`config.mk`:
```
export PLATFORM = sky130hd
export DESIGN_NAME = noc_rx_depacketizer_flat
export DESIGN_NICKNAME = d
export VERILOG_FILES = /design/src/rtl/noc_rx_depacketizer_pkg.sv /design/src/rtl/noc_rx_depacketizer_if.sv /design/src/rtl/noc_rx_depacketizer_fifo.sv /design/src/rtl/noc_rx_depacketizer.sv /design/src/flat_wrapper.sv
export SDC_FILE = /design/constraint.sdc
export NUM_CORES = 2
export LEC_CHECK = 0
export CAP_MARGIN = 20
export CORE_AREA = 5 5 330 332
export CTS_CLUSTER_DIAMETER = 60
export CTS_CLUSTER_SIZE = 28
export DETAILED_ROUTE_END_ITERATION = 10
export DIE_AREA = 0 0 335 337
export DONT_BUFFER_PORTS = 1
export PLACE_DENSITY = 0.67
export SYNTH_ARGS = -nofsm -noshare
export SYNTH_HDL_FRONTEND = slang
export SYNTH_HIERARCHICAL = 1
export SYNTH_SLANG_ARGS = --single-unit
```
`constraint.sdc`:
```
create_clock -name sys_clk -period 36.5 [get_ports sys_clk]
set_input_delay 9.125 -clock sys_clk [delete_from_list [all_inputs] [get_ports sys_clk]]
set_output_delay 9.125 -clock sys_clk [all_outputs]
set_load 0.02 [all_outputs]
```
`src/rtl/noc_rx_depacketizer_pkg.sv`:
```
// Flit and credit field layout shared by the NoC receive endpoint.
// Package noc_flit_pkg; also holds the reassembly FSM state type.
package noc_flit_pkg;
  localparam int FLIT_W   = 73;
  localparam int CREDIT_W = 3;

  localparam int VALID_BIT = 72;
  localparam int TAIL_BIT  = 71;
  localparam int DEST_MSB  = 70;
  localparam int DEST_LSB  = 66;
  localparam int VC_MSB    = 65;
  localparam int VC_LSB    = 64;
  localparam int DATA_MSB  = 63;
  localparam int DATA_LSB  = 0;

  localparam int CREDIT_VALID_BIT = 2;
  localparam int CREDIT_VC_MSB    = 1;
  localparam int CREDIT_VC_LSB    = 0;

  typedef enum logic [1:0] {
    COLLECT = 2'd0,
    HOLD    = 2'd1,
    DROP    = 2'd2
  } rx_state_t;
endpackage

```
`src/rtl/noc_rx_depacketizer_if.sv`:
```
// Reassembled-packet handshake between the depacketizer and the hashing core.
interface noc_rx_depacketizer_if #(
  parameter int DATA_W    = 64,
  parameter int MAX_FLITS = 12,
  parameter int LEN_W     = 4
);
  logic [MAX_FLITS*DATA_W-1:0] pkt_data;
  logic [LEN_W-1:0]            pkt_len;
  logic                        pkt_valid;
  logic                        pkt_ready;

  modport master (output pkt_data, pkt_len, pkt_valid, input pkt_ready);
  modport slave  (input pkt_data, pkt_len, pkt_valid, output pkt_ready);
endinterface

```
`src/rtl/noc_rx_depacketizer_fifo.sv`:
```
// Flit buffer: synchronous FIFO with a registered, first-word-fall-through head.
module noc_flit_fifo #(
  parameter int WIDTH = 73,
  parameter int DEPTH = 8,
  localparam int PTR_W = (DEPTH > 1) ? $clog2(DEPTH) : 1,
  localparam int CNT_W = $clog2(DEPTH + 1)
) (
  input  logic             clk,
  input  logic             rst,
  input  logic             push,
  input  logic             pop,
  input  logic [WIDTH-1:0] din,
  output logic [WIDTH-1:0] dout,
  output logic             full,
  output logic             empty,
  output logic [CNT_W-1:0] count
);
  logic [WIDTH-1:0] mem [DEPTH];
  logic [PTR_W-1:0] wr_ptr_reg, rd_ptr_reg, rd_ptr_next;
  logic [CNT_W-1:0] count_reg;
  logic [WIDTH-1:0] dout_reg;
  logic             push_ok, pop_ok;

  function automatic logic [PTR_W-1:0] ptr_inc(input logic [PTR_W-1:0] p);
    return (p == PTR_W'(DEPTH - 1)) ? '0 : p + 1'b1;
  endfunction

  assign full    = (count_reg == CNT_W'(DEPTH));
  assign empty   = (count_reg == '0);
  assign push_ok = push && (!full || pop);
  assign pop_ok  = pop && !empty;
  assign rd_ptr_next = pop_ok ? ptr_inc(rd_ptr_reg) : rd_ptr_reg;
  assign dout  = dout_reg;
  assign count = count_reg;

  always_ff @(posedge clk) begin
    if (push_ok) mem[wr_ptr_reg] <= din;
  end

  // The head register always tracks the next head; a word written straight
  // into that slot is bypassed so it is visible one cycle after the push.
  always_ff @(posedge clk or posedge rst) begin
    if (rst) begin
      wr_ptr_reg <= '0;
      rd_ptr_reg <= '0;
      count_reg  <= '0;
      dout_reg   <= '0;
    end else begin
      if (push_ok) wr_ptr_reg <= ptr_inc(wr_ptr_reg);
      rd_ptr_reg <= rd_ptr_next;
      count_reg  <= count_reg + CNT_W'(push_ok) - CNT_W'(pop_ok);
      dout_reg   <= (push_ok && (wr_ptr_reg == rd_ptr_next)) ? din : mem[rd_ptr_next];
    end
  end
endmodule

```
`src/rtl/noc_rx_depacketizer.sv`:
```
// NoC receive endpoint: buffers flits, returns credits, reassembles packets.
// Optional destination filtering is enabled with NOC_RX_DEST_CHECK_EN.
module noc_rx_depacketizer
  import noc_flit_pkg::*;
#(
  parameter int DATA_W     = 64,
  parameter int MAX_FLITS  = 12,
  parameter int FIFO_DEPTH = 8,
  parameter int VC_W       = 2
) (
  input  logic                  sys_clk,
  input  logic                  reset,
  input  logic [FLIT_W-1:0]     flit_in,
  output logic                  send_credit,
  output logic [CREDIT_W-1:0]   credit_out,
  input  logic [4:0]            processor_id,
  noc_rx_depacketizer_if.master pkt_if,
  output logic                  err_overflow,
  output logic                  err_oversize,
  output logic                  err_misroute
);
  localparam int LEN_W  = $clog2(MAX_FLITS + 1);
  localparam int WORD_W = 2 + 5 + VC_W + DATA_W;

  logic [WORD_W-1:0]               head;
  logic                            fifo_full, fifo_empty;
  logic [$clog2(FIFO_DEPTH+1)-1:0] fifo_count;
  rx_state_t                       state_reg;
  logic [LEN_W-1:0]                cnt_reg, pkt_len_reg;
  logic                            pkt_valid_reg;
  logic                            flit_valid, pop, head_tail, dest_ok, slot_we;
  logic [VC_W-1:0]                 head_vc;
  logic                            unused_bits;

  assign flit_valid = flit_in[VALID_BIT];
  assign head_tail  = head[TAIL_BIT];
  assign head_vc    = head[VC_MSB:VC_LSB];
  assign pop        = !fifo_empty && (state_reg == COLLECT || state_reg == DROP);

`ifdef NOC_RX_DEST_CHECK_EN
  assign dest_ok     = (head[DEST_MSB:DEST_LSB] == processor_id);
  assign unused_bits = ^{head[VALID_BIT], fifo_count};
`else
  assign dest_ok     = 1'b1;
  assign unused_bits = ^{processor_id, head[DEST_MSB:DEST_LSB], head[VALID_BIT], fifo_count};
`endif

  assign slot_we = pop && (state_reg == COLLECT) && dest_ok;

  noc_flit_fifo #(.WIDTH(WORD_W), .DEPTH(FIFO_DEPTH)) u_fifo (
    .clk   (sys_clk),
    .rst   (reset),
    .push  (flit_valid),
    .pop   (pop),
    .din   (flit_in[WORD_W-1:0]),
    .dout  (head),
    .full  (fifo_full),
    .empty (fifo_empty),
    .count (fifo_count)
  );

  // Reassembly slots are only overwritten, never cleared between packets.
  for (genvar gi = 0; gi < MAX_FLITS; gi++) begin : g_slot
    logic [DATA_W-1:0] slot_reg;
    always_ff @(posedge sys_clk or posedge reset) begin
      if (reset) slot_reg <= '0;
      else if (slot_we && cnt_reg == LEN_W'(gi)) slot_reg <= head[DATA_MSB:DATA_LSB];
    end
    assign pkt_if.pkt_data[gi*DATA_W +: DATA_W] = slot_reg;
  end

  assign pkt_if.pkt_len   = pkt_len_reg;
  assign pkt_if.pkt_valid = pkt_valid_reg;

  always_ff @(posedge sys_clk or posedge reset) begin
    if (reset) begin
      state_reg     <= COLLECT;
      cnt_reg       <= '0;
      pkt_len_reg   <= '0;
      pkt_valid_reg <= 1'b0;
      send_credit   <= 1'b0;
      credit_out    <= '0;
      err_overflow  <= 1'b0;
      err_oversize  <= 1'b0;
      err_misroute  <= 1'b0;
    end else begin
      send_credit <= pop;
      credit_out  <= pop ? {1'b1, head_vc} : '0;
      // A pop in the same cycle frees the slot, so a full FIFO still accepts.
      if (flit_valid && fifo_full && !pop) err_overflow <= 1'b1;
      case (state_reg)
        COLLECT: if (pop) begin
          if (!dest_ok) begin
            err_misroute <= 1'b1;
            if (head_tail) cnt_reg <= '0;
          end else if (head_tail) begin
            pkt_len_reg   <= cnt_reg + 1'b1;
            pkt_valid_reg <= 1'b1;
            state_reg     <= HOLD;
          end else if (cnt_reg == LEN_W'(MAX_FLITS - 1)) begin
            err_oversize <= 1'b1;
            cnt_reg      <= '0;
            state_reg    <= DROP;
          end else begin
            cnt_reg <= cnt_reg + 1'b1;
          end
        end
        HOLD: if (pkt_if.pkt_ready) begin
          pkt_valid_reg <= 1'b0;
          cnt_reg       <= '0;
          state_reg     <= COLLECT;
        end
        DROP: if (pop && head_tail) begin
          cnt_reg   <= '0;
          state_reg <= COLLECT;
        end
        default: state_reg <= COLLECT;
      endcase
    end
  end
endmodule

```
`src/flat_wrapper.sv`:
```
// flat-port wrapper written by rule: the top's interface ports become plain ports
module noc_rx_depacketizer_flat import noc_flit_pkg::*;
#(
  parameter int DATA_W     = 64,
  parameter int MAX_FLITS  = 12,
  parameter int FIFO_DEPTH = 8,
  parameter int VC_W       = 2
)
  (sys_clk, reset, flit_in, send_credit, credit_out, processor_id, err_overflow, err_oversize, err_misroute, pkt_if_pkt_data, pkt_if_pkt_len, pkt_if_pkt_valid, pkt_if_pkt_ready);
  noc_rx_depacketizer_if #(.DATA_W(DATA_W), .MAX_FLITS(MAX_FLITS), .LEN_W(4)) pkt_if_i ();
  input  logic sys_clk;
  input  logic reset;
  input  logic [FLIT_W-1:0] flit_in;
  output logic send_credit;
  output logic [CREDIT_W-1:0] credit_out;
  input  logic [4:0] processor_id;
  output logic err_overflow;
  output logic err_oversize;
  output logic err_misroute;
  output wire logic [$bits(pkt_if_i.pkt_data)-1:0] pkt_if_pkt_data;
  output wire logic [$bits(pkt_if_i.pkt_len)-1:0] pkt_if_pkt_len;
  output wire logic [$bits(pkt_if_i.pkt_valid)-1:0] pkt_if_pkt_valid;
  input wire logic [$bits(pkt_if_i.pkt_ready)-1:0] pkt_if_pkt_ready;
  assign pkt_if_pkt_data = pkt_if_i.pkt_data;
  assign pkt_if_pkt_len = pkt_if_i.pkt_len;
  assign pkt_if_pkt_valid = pkt_if_i.pkt_valid;
  assign pkt_if_i.pkt_ready = pkt_if_pkt_ready;
  noc_rx_depacketizer #(.DATA_W(DATA_W), .MAX_FLITS(MAX_FLITS), .FIFO_DEPTH(FIFO_DEPTH), .VC_W(VC_W)) u_core (.sys_clk(sys_clk), .reset(reset), .flit_in(flit_in), .send_credit(send_credit), .credit_out(credit_out), .processor_id(processor_id), .pkt_if(pkt_if_i), .err_overflow(err_overflow), .err_oversize(err_oversize), .err_misroute(err_misroute));
endmodule
```
# Word-level counts from Yosys, hierarchy flattened

Memories as Yosys holds them, arrays and structs flattened.
Index checks and enable logic that the tools add are counted.

Add/sub/neg operators: 5
Equal/unequal tests: 23
Mux-type cells: 23
Bitwise operators: 1
Reduce and logical (&&, ||, !) cells: 35

Operator list:

| kind                | count |
|---|---|
| $mux 72             | 1 |
| $eq 4x4->1 const B  | 5 |
| $logic_and 1x1->1   | 20 |
| $mux 4              | 5 |
| $eq 4x3->1 const B  | 4 |
| $mux 3              | 4 |
| $pmux 4 s3          | 1 |
| $reduce_and 4->1    | 3 |
| $mux 2              | 5 |
| $eq 4x2->1 const B  | 2 |
| $logic_not 4->1     | 2 |
| $ne 2x2->1 const B  | 4 |
| $add 3x1->3 const B | 2 |
| $eq 3x3->1 const B  | 2 |
| $pmux 2 s3          | 1 |
| $mux 1              | 5 |
| $reduce_and 5->1    | 1 |
| $add 4x1->4         | 1 |
| $add 4x1->4 const B | 1 |
| $eq 4x1->1 const B  | 1 |
| $sub 4x1->4         | 1 |
| $eq 3x3->1          | 1 |
| $logic_not 1->1     | 3 |
| $ne 3x3->1 const B  | 1 |
| 10 further kinds    | 11 |

Flip-flop bits (word level): 867
RAM bits: 584
Output and inout bits: 780
Logic and storage cells: 112
Memories: 1

Memories:

| name              | words | width | read ports | clocked after Yosys merged registers in | write ports | line                           | RTL |
|---|---|---|---|---|---|---|---|
| u_core.u_fifo.mem | 8     | 73    | 1          | 0                                       | 1           | noc_rx_depacketizer_fifo.sv:18 | `logic [WIDTH-1:0] mem [DEPTH];` |

# Longest topological paths before layout

Word-level depth: 8
Depth in mapped cells: 15

# Hierarchy

Netlist, hierarchy kept.

Modules (own cells, without submodules):

| module              | instances | cells an instance | area each (um^2) | sequential area each (um^2) |
|---|---|---|---|---|
| noc_rx_depacketizer | 1         | 1782              | 29589.6          | 19618.8 |
| noc_flit_fifo       | 1         | 1488              | 25434.4          | 19613.8 |

# Worst setup path after synthesis

No wires, ideal clock.

Kind: input to register
Start: in flit_in[72]
End: mem u_core.u_fifo.mem[0][0], enable pin
Setup time: 0.684 ns
Arrival time: 16.418 ns
Required time: 35.816 ns
Setup slack: 19.398 ns
Stages: 3
Cells stage by stage: o21ai_0 -> clkbuf_1 -> nor4_1

Longest elaborated chain between the ends: 3

RTL lines:

| item                         | line                           | RTL |
|---|---|---|
| start, declared              | flat_wrapper.sv:13             | `input logic [FLIT_W-1:0] flit_in;` |
| $logic_and 1x1->1            | noc_rx_depacketizer_fifo.sv:30 | `assign push_ok = push && (!full \|\| pop);` |
| $mux 1                       | noc_rx_depacketizer_fifo.sv:37 | `if (push_ok) mem[wr_ptr_reg] <= din;` |
| $mux 1 (implied by the code) | noc_rx_depacketizer_fifo.sv:37 |  |
| end, declared                | noc_rx_depacketizer_fifo.sv:18 |  |

No other way between the ends.

==> reports/qor.yml <==
synth:
  ys.warnings.count: 6
  syn-instance-count: 3162
  syn-num-nets: 3262
  postSynthAreaPerCell_sq_um: 16.8
  synth_area_sq_um: 53000
finish:
  final_nets: 3187
  postLayoutCoreUtil: 0.547
  final_layout_size_suffix_gt1_frac: 0.322
  multi_input_area_sq_um: 14300
  final_cell_count_no_fill: 4578
  largest_reg_flops: 768
  fillCellCount: 8150
  seqCellArea_sq_um: 37600
  area_growth_syn_to_layout_pct: 9.38
placement:
  dp.final_hpwl_um: 93800
  pre_cts_ws_ns: 23.29
  gp_congestion: 0.793
  dp.cells: 4385
  io_buffers: 0
floorplanning:
  start_util: 0.500
  core.rowCount: 120
  die-width_um: 335
  die_area_sq_um: 113000
  ioPinCount: 861
  core_sq_um: 106000
  die_height_um: 337
routing:
  drt-total-wl_um: 145000
  routedWlPerCell_um: 31.7
  ant_nets: 0
  vias: 27200
  vias_per_cell: 5.94
  firstDrtPassIters: 5
  drc: 0
  dr.first_iter.drc_count: 1865
timing:
  fin_tns_setup_ns: 0
  min_period_over_period: 0.337
  slew_violations: 0
  fmax_mhz: 81.2
  finalHoldViolCount: 0
  finalSetupViolCount: 0
  rsz0062_at_grt: "no"
  finClkSkew_ns: 0.0427
  final.min_clock_period_ns: 12.31
  max_slew_margin: 0.257
  layout_setup_ws_ns: 24.19
  worst_slew_pin_slew_ns: 1.11
cts:
  numCtsBuffers: 99
  clkSlewWorstSetupHoldPaths_ns: 0.08
  h-tree-depth: 3
  cts.sinks: 1397
  clock_path_buffers: 3
  clock_latency_ns: 0.70
  cts_tree: "built"
  cts_root_buffer: "clkbuf_16"
  ctsResizeCount: 0
  cts-hold-fix-buffers: 0
  post_cts.repair.setup_buffers: 0
power_and_ir_drop:
  vdd_drop_max_mv: 0.0841
  p_leak_uw: 0.0242
  power_density_nw_per_um2: 102
  finalPower_uw: 5930
critical_path:
  cp_max_fo: 138
  start_kind: "input pin"
  worstPathArrival_ns: 13.02
  crit_required_ns: 37.21
  worstSetupPathType: "in2async"
  endpoint_kind: "async pin"
flow_run:
  maxCapViolCount: 0
status:
  status: "completed"
grt:
  grt_max_degree: 156
  grt_overflow: 0
  grt_pass1_vias: 28500
  antenna_found_initial: 7
  grt_pass1_wl_um: 206000
  track_usage: 0.249
min_path:
  hold_class: "reg2reg"
per-stage QoR:
stage	area, sq um	hold WS, ns
global route	58000	0.470
finish	58000	0.460
global placement	54200	0.454
detailed placement	54200	0.448
CTS	57900	0.463
floorplan	53000	0.428
per-layer routing:
| metal | vias up | share of wire | track usage |
|---|---|---|---|
| li1 | 11400 | - | - |
| met1 | 14500 | 0.37 | 0.305 |
| met4 | 0 | 0.038 | 0.0956 |
| met2 | 979 | 0.50 | 0.415 |
| met5 | - | 0 | 0 |
| met3 | 255 | 0.091 | 0.0811 |
cell usage in the layout (no fill, tap or decap), drive strengths merged, types with 4 or more instances in the layout:
| cell type | instances |
|---|---|
| dfrtp | 861 |
| mux2 | 841 |
| edfxtp | 536 |
| nand2 | 229 |
| mux2i | 138 |
| clkbuf | 103 |
| a21oi | 71 |
| a32o | 67 |
| a221oi | 67 |
| inv | 61 |
| buf | 56 |
| clkinv | 29 |
| ha | 18 |
| nor2 | 16 |
| nand2b | 11 |
| o21ai | 10 |
| bufinv | 8 |
| nor3 | 7 |
| clkinvlp | 5 |
| xor2 | 4 |
| nand3 | 4 |
critical path: stages:
cell    delay, ns
inv_8        0.12
buf_16       0.49
buf_4        0.67
buf_4        0.66
buf_4        0.84
buf_4        0.80
power by group:
| group | switching (uW) | internal, uW | leakage, uW | total, uW |
|---|---|---|---|---|
| clock network | 614 | 603 | 0.00177 | 1220 |
| registers | 922 | 2090 | 0.0158 | 3010 |
| logic | 913 | 787 | 0.00662 | 1700 |
layout make-up:
| cell class | count | area share |
|---|---|---|
| Inverter | 18 | 0.00142 |
| Sequential cell | 1397 | 0.649 |
| Clock buffer | 103 | 0.0435 |
| Tap cell | 1403 | 0.0303 |
| Timing Repair Buffer | 56 | 0.00932 |
| Clock inverter | 85 | 0.0194 |
| Multi-Input combinational cell | 1515 | 0.247 |
| Antenna cell | 1 | 0.0000431 |
final timing paths:
check	cells past startpoint	start	slack (ns)	endpoint
hold / removal	1	u_core/u_fifo/dout[65]	0.46	u_core/credit_out[1]
setup reg to reg	13	u_core/state_reg[0]	31.13	u_core/u_fifo/dout[16]
max in group sys_clk	6	flit_in[72]	25.46	u_core/u_fifo/mem[3][1]
min in group asynchronous	1	reset	8.20	u_core/g_slot[7].slot_reg[14]
hold reg to reg	1	u_core/u_fifo/dout[65]	0.46	u_core/credit_out[1]
setup / recovery	6	reset	24.19	u_core/g_slot[11].slot_reg[6]
No activity file was read; power rests on OpenSTA's default activity.
